### src/rtl/puf_eval_sequencer.sv
// Drives repeated evaluations of an XOR arbiter PUF and majority-votes NREP responses.
// Optional WAIT-state watchdog enabled by defining PUF_TIMEOUT_EN.
module puf_eval_sequencer #(
  parameter int N      = 64,
  parameter int K      = 8,
  parameter int NREP   = 7,
  parameter int SETTLE = 4,
  parameter int GAP    = 4,
  parameter int TOUT   = 1024
) (
  input  logic                     clk,
  input  logic                     rst,
  input  logic                     wr_en,
  input  logic [$clog2(N/8)-1:0]   wr_addr,
  input  logic [7:0]               wr_data,
  input  logic                     start,
  output logic                     busy,
  output logic                     done,
  output logic                     resp_bit,
  output logic [K-1:0]             resp_a,
  output logic                     err,
  output logic [N-1:0]             puf_chal,
  output logic                     puf_trig,
  input  logic                     puf_resp_ready,
  input  logic                     puf_resp_bit,
  input  logic [K-1:0]             puf_resp_a
);

  localparam int CW   = $clog2(NREP + 1);
  localparam int TMAX = (TOUT > SETTLE) ? ((TOUT > GAP) ? TOUT : GAP)
                                        : ((SETTLE > GAP) ? SETTLE : GAP);
  localparam int TW   = $clog2(TMAX + 1);

  localparam logic [CW-1:0] C_NREP   = CW'(NREP);
  localparam logic [CW-1:0] C_HALF   = CW'(NREP / 2);
  localparam logic [TW-1:0] T_SETTLE = TW'(SETTLE - 1);
  localparam logic [TW-1:0] T_GAP    = TW'(GAP - 1);

  typedef enum logic [2:0] {
    S_IDLE, S_ARM, S_FIRE, S_WAIT, S_CAP, S_GAP, S_DONE
  } state_t;

  state_t          r_state;
  logic [N-1:0]    r_chal;
  logic [TW-1:0]   r_tmr;
  logic [CW-1:0]   r_rep;
  logic [CW-1:0]   r_ones_x;
  logic [CW-1:0]   r_ones_a [K];
  logic            r_busy;
  logic            r_done;
  logic            r_bit;
  logic [K-1:0]    r_a;
  logic            r_trig;

  assign busy     = r_busy;
  assign done     = r_done;
  assign resp_bit = r_bit;
  assign resp_a   = r_a;
  assign puf_chal = r_chal;
  assign puf_trig = r_trig;

`ifdef PUF_TIMEOUT_EN
  localparam logic [TW-1:0] T_TOUT = TW'(TOUT - 1);
  logic r_to;
  logic r_err;
  assign err = r_err;
`else
  assign err = 1'b0;
`endif

  always_ff @(posedge clk) begin
    if (rst) begin
      r_state  <= S_IDLE;
      r_chal   <= '0;
      r_tmr    <= '0;
      r_rep    <= '0;
      r_ones_x <= '0;
      for (int unsigned i = 0; i < K; i++) r_ones_a[i] <= '0;
      r_busy   <= 1'b0;
      r_done   <= 1'b0;
      r_bit    <= 1'b0;
      r_a      <= '0;
      r_trig   <= 1'b0;
`ifdef PUF_TIMEOUT_EN
      r_to     <= 1'b0;
      r_err    <= 1'b0;
`endif
    end else begin
      r_done <= 1'b0;
      // A write coinciding with an accepted start still lands before ARM.
      if (wr_en && r_state == S_IDLE) r_chal[{wr_addr, 3'b000} +: 8] <= wr_data;

      case (r_state)
        S_IDLE: begin
          if (start) begin
            r_rep    <= '0;
            r_ones_x <= '0;
            for (int unsigned i = 0; i < K; i++) r_ones_a[i] <= '0;
            r_tmr    <= '0;
            r_busy   <= 1'b1;
`ifdef PUF_TIMEOUT_EN
            r_to     <= 1'b0;
            r_err    <= 1'b0;
`endif
            r_state  <= S_ARM;
          end
        end
        S_ARM: begin
          if (r_tmr == T_SETTLE) begin
            r_tmr   <= '0;
            r_state <= S_FIRE;
          end else begin
            r_tmr <= r_tmr + TW'(1);
          end
        end
        S_FIRE: begin
          r_trig  <= 1'b1;
          r_tmr   <= '0;
          r_state <= S_WAIT;
        end
        S_WAIT: begin
          if (puf_resp_ready) begin
            r_state <= S_CAP;
`ifdef PUF_TIMEOUT_EN
          end else if (r_tmr == T_TOUT) begin
            r_to    <= 1'b1;
            r_trig  <= 1'b0;
            r_state <= S_DONE;
          end else begin
            r_tmr <= r_tmr + TW'(1);
`endif
          end
        end
        S_CAP: begin
          r_ones_x <= r_ones_x + CW'(puf_resp_bit);
          for (int unsigned i = 0; i < K; i++)
            r_ones_a[i] <= r_ones_a[i] + CW'(puf_resp_a[i]);
          r_rep   <= r_rep + CW'(1);
          r_trig  <= 1'b0;
          r_tmr   <= '0;
          r_state <= S_GAP;
        end
        S_GAP: begin
          if (r_tmr == T_GAP) begin
            r_tmr   <= '0;
            r_state <= (r_rep == C_NREP) ? S_DONE : S_ARM;
          end else begin
            r_tmr <= r_tmr + TW'(1);
          end
        end
        S_DONE: begin
          r_bit <= (r_ones_x > C_HALF);
          for (int unsigned i = 0; i < K; i++) r_a[i] <= (r_ones_a[i] > C_HALF);
`ifdef PUF_TIMEOUT_EN
          if (r_to) begin
            r_err <= 1'b1;
            r_bit <= 1'b0;
            r_a   <= '0;
          end
`endif
          r_done  <= 1'b1;
          r_busy  <= 1'b0;
          r_state <= S_IDLE;
        end
        default: r_state <= S_IDLE;
      endcase
    end
  end

endmodule

### config.mk
export PLATFORM = sky130hd
export DESIGN_NAME = puf_eval_sequencer
export DESIGN_NICKNAME = d
export VERILOG_FILES = /design/src/rtl/puf_eval_sequencer.sv
export SDC_FILE = /design/constraint.sdc
export NUM_CORES = 1
export LEC_CHECK = 0
export ABC_AREA = 1
export CAP_MARGIN = 30
export CELL_PAD_IN_SITES_DETAIL_PLACEMENT = 1
export CELL_PAD_IN_SITES_GLOBAL_PLACEMENT = 2
export CORE_AREA = 4 4 139 141
export DETAILED_ROUTE_END_ITERATION = 10
export DIE_AREA = 0 0 143 145
export HOLD_SLACK_MARGIN = 0.12
export PLACE_DENSITY_LB_ADDON = 0.1
export RECOVER_POWER = 25
export SLEW_MARGIN = 30
export SYNTH_ARGS = -nofsm -noshare
export SYNTH_HDL_FRONTEND = slang
export SYNTH_SLANG_ARGS = --single-unit
export TNS_END_PERCENT = 1
### constraint.sdc
create_clock -name clk -period 5.9 [get_ports clk]
set_clock_uncertainty 0.15 [all_clocks]
set_input_delay 1.18 -clock clk [delete_from_list [all_inputs] [get_ports clk]]
set_output_delay 1.18 -clock clk [all_outputs]
set_load 0.1 [all_outputs]
Word level (Yosys, flattened, before mapping)
Memories as Yosys holds them, arrays and structs flattened.
Index checks and enable logic that the tools add are counted.

word-level totals
  flip-flop bits (word level) = 96
  memory bits (writable) = 24
  bits of input ports = 25
  output and inout port bits = 77
  logic and storage cells = 116
  memories = 1

memory list
  memory    depth  width  read ports  clocked after memory_dff  write ports  RTL line  text
  r_ones_a  8      3      8           0                         8            48        logic [CW-1:0] r_ones_a [K];

operators by class
  $add $sub $neg = 12
  magnitude comparators = 9
  equal/unequal tests = 12
  shift-type cells = 2
  muxes and demuxes = 42
  bitwise logic cells = 16
  reductions and logical operators = 12

operator list
  cell                                                           count
  two-way mux 3 bit                                              22
  bitwise mux 64 bit                                             1
  variable shift 8 x 8 -> 64 bit, first input constant           1
  indexed part select 8 x 8 -> 64 bit                            1
  one-hot mux 11 bit (3 select lines)                            1
  adder 3 x 1 -> 3 bit                                           9
  greater-than comparator 3 x 2 -> 1 bit, second input constant  9
  two-way mux 11 bit                                             2
  one-hot mux 3 bit (6 select lines)                             1
  OR 1 bit                                                       16
  == test 3 bit, second input constant                           4
  one-hot mux 3 bit (2 select lines)                             2
  adder 11 x 1 -> 11 bit, second input constant                  1
  == test 11 x 2 -> 1 bit, second input constant                 1
  two-way mux 1 bit                                              11
  != test 2 bit, second input constant                           4
  negation 6 -> 8 bit                                            1
  == test 3 x 2 -> 1 bit, second input constant                  2
  AND reduction 2 bit                                            3
  nonzero test 2 bit                                             3
  one-hot mux 1 bit (2 select lines)                             2
  AND reduction 4 bit                                            1
  OR reduction 2 bit                                             2
  adder 3 x 1 -> 3 bit, second input constant                    1
  other kinds (4)                                                4

Logic depth before layout (Yosys ltp)
  depth after elaboration = 6
  mapped depth = 11
  gate-level depth less buffers = 10

Least setup slack after synthesis
Ideal clock, no wire load.

  path kind = input-to-reg
  from = in wr_addr[0]
  to = reg r_chal[40] (netlist: puf_chal[40])
  setup time = 0.132 ns
  arrival time = 2.563 ns
  required time = 5.618 ns
  slack = 3.055 ns
  stages = 8
  path buffers = 1
  path through = inv_2 ha_1 ha_1 inv_1 clkbuf_1 nand3_1 nand2_1 a21oi_1

between the ends
  cells in the longest elaborated chain, start to end = 3
  elaborated cells on any way between the ends = 4
  classes of those cells = add/sub (1); shift (2); mux (1)

ends and longest elaborated chain
  what                                                                                          RTL line  text
  start, declared                                                                               14        input logic [$clog2(N/8)-1:0] wr_addr,
  negation 6 -> 8 bit (*)                                                                       91        if (wr_en && r_state == S_IDLE) r_chal[{wr_addr, 3'b000} +: 8] <= wr_data;
  indexed part select 8 x 8 -> 64 bit / variable shift 8 x 8 -> 64 bit (equally long branches)  91
  bitwise mux 64 bit (*)                                                                        91
  end signal, assigned by index                                                                 91
  end, declared                                                                                 44        logic [N-1:0] r_chal;

Every way passes the cells marked *; elsewhere a longest branch is shown, timed or not.
A chain may end at the register's enable or synchronous reset.

==> flow_summary.toml <==
[yosys]
synth_edf_count = 21
yosysSeqAreaShare = 0.490
syn-cell-area_um2 = 5330
synth_area_per_cell_um2 = 7.88
synthTopCellsByArea = "dfxtp_1, edfxtp_1, nor2_1"
yosysTopAreaCell = "dfxtp_1"
ys_ff_latch = 120
synth.distinct_cells = 35
yosys_warnings = 0
synth_nets = 726
synthesis.instances = 677
async_flop_share = 0
synth_flop_cell = "dfxtp_1"
synth_top_area_frac = 0.372

[floorplanning]
start_util = 0.297
row_count = 49
dieArea_um2 = 20700
fp.coreArea_um2 = 18000
die_h_um = 145
die_w_um = 143
ios = 102

[finish]
nFillCells = 2134
final_util = 0.394
regArea_um2 = 2610
fin_nets = 817
final_common_cell = "nor2_1"
multi_input_area_um2 = 2310
areaGrowthSynthToFinish_pct = 32.7
most-common-layout-cells = "nor2_1, nand2_1, dfxtp_1, clkdlybuf4s50_1, inv_1"
drive_gt1_frac = 0.0615
diodes = 0

[global_routing]
antenna_found_initial = 0
grt_usage = 0.163
grt_pass1_vias = 5021
grt_overflow_total = 0
grt_max_degree = 56
grt_pass1_wl_mm = 26.5

[sta]
min_period_ns = 4.26
holdWs_ns = 0.314
maxSlewViolCount = 36
maxSlewHeadroom = -0.130
rsz0062_at_grt = "false"
worst_pin_slew_ns = 1.70
max_freq_ghz = 0.235
setup_viol = 0
finalSetupTns_ns = 0
finalHoldViolations = 0
timing.final.crit_share = 0.723

[detailed_routing]
dr.pass1.iters = 4
drt_first_iter_violations = 188
dr_total_vias = 4742
drc = 0
drt-total-wl_mm = 16.0
ant_nets = 0
viasPerCell = 4.70
post_drt_wl_per_cell_um = 15.8

[clock_network]
tritoncts = "done"
cts_resized = 0
htreeDepth = 4
cts_buffers = 17
clk_pin_slew_worst_paths_ns = 0.06
clock_latency_ns = 0.42
cts_sinks = 120
cts_setup_buffers = 0
cts-root-buf = "clkbuf_16"
clockBufferDepth = 2
holdBufCountCts = 0

[min_path]
hold_path_class = "flop to flop"

[setup_path]
critical_path_class = "primary input to flop"
worstPathMaxFanout = 55
cp-start-kind = "primary input"
reg2reg_slack_ns = 3.52
crit_arrival_ns = 4.41
endpoint_kind = "flop"
crit_required_ns = 6.04

[placed_design]
place_hpwl_mm = 11.2
numPortBuffers = 100
place_congestion = 0.749

[power_and_ir_drop]
vdd_drop_max_v = 0.000199
power_density_nw_per_um2 = 321
p_leak_nw = 2.93

[run_status]
status = "complete, but fails checks"
violations = "capacitance limit, slew limit"

[run]
maxCapViolCount = 1
-- final timing paths --
| path | to | cells past startpoint | start |
|---|---|---|---|
| setup / recovery | r_tmr[10] | 6 | rst |
| hold / removal | puf_chal[43] | 2 | puf_chal[43] |
| setup reg to reg | resp_a[2] | 5 | r_state[1] |
| hold reg to reg | puf_chal[43] | 2 | puf_chal[43] |
-- metal layers --
metal	global-route usage	part of all wire
met1	0.209	0.48
met2	0.263	0.47
met3	0.0428	0.043
met4	0.0580	0.012
met5	0	0
-- Yosys cell counts, types with 7 or more instances --
master,instances
nand2_1,118
a21oi_1,35
ha_1,24
dfxtp_1,99
nand4_1,28
o21ai_0,39
inv_1,61
buf_2,7
xnor2_1,7
edfxtp_1,21
clkbuf_1,19
nand3_1,27
nor2_1,149
-- final cells by class --
cell class / count / share of cell area
tap: 229 / 0.0405
clock inverter: 14 / 0.0210
timing repair buffer: 103 / 0.146
multi-input combinational: 458 / 0.327
clock buffer: 18 / 0.0607
sequential: 120 / 0.369
inverter: 68 / 0.0361
-- report_power, final --
group	switching, mW	internal, mW	leakage (nW)
Combinational	0.270	0.0884	1.63
Clock	0.398	0.623	0.273
Sequential	0.0235	0.869	1.02
Total	0.692	1.58	2.93
-- flip-flops by register name (all words and copies together), names as in the netlist, 3 cells and up --
| name | cells |
|---|---|
| r_tmr | 11 |
| r_state | 3 |
| r_ones_a | 24 |
| r_ones_x | 3 |
| puf_chal | 64 |
| r_rep | 3 |
| resp_a | 8 |
-- kinds of logic after synthesis --
family / Yosys count / synth area share
other: 1 / 0.000703
flip-flops: 120 / 0.490
AO/OA/AOI/OAI: 81 / 0.0814
AND/OR/NAND/NOR: 344 / 0.282
XOR/XNOR: 8 / 0.0131
adder cells (fa/ha/maj): 24 / 0.0563
buffers and inverters: 99 / 0.0762
-- worst max-delay path: stages --
cell and delay (ns):
dlygate4sd3_1 0.52, clkbuf_1 1.21, inv_1 0.16, clkbuf_2 0.70
nand2_1 0.53, nor2_1 0.09
-- per-stage QoR --
| stage | cell area [µm²] | power (mW) | cells | setup WS (ns) |
|---|---|---|---|---|
| finish | 7080 | 2.27 | 1010 | 1.64 |
| global route | 7080 | 2.39 | 1010 | 1.18 |
| CTS | 7090 | 2.31 | 1010 | 2.12 |
| detailed placement | 6510 | 1.27 | 978 | 1.65 |
| global placement | 6480 | 1.26 | 977 | 1.85 |
| floorplan | 5330 | 1.17 | 677 | 3.05 |
(Power assumes the default switching activity.)
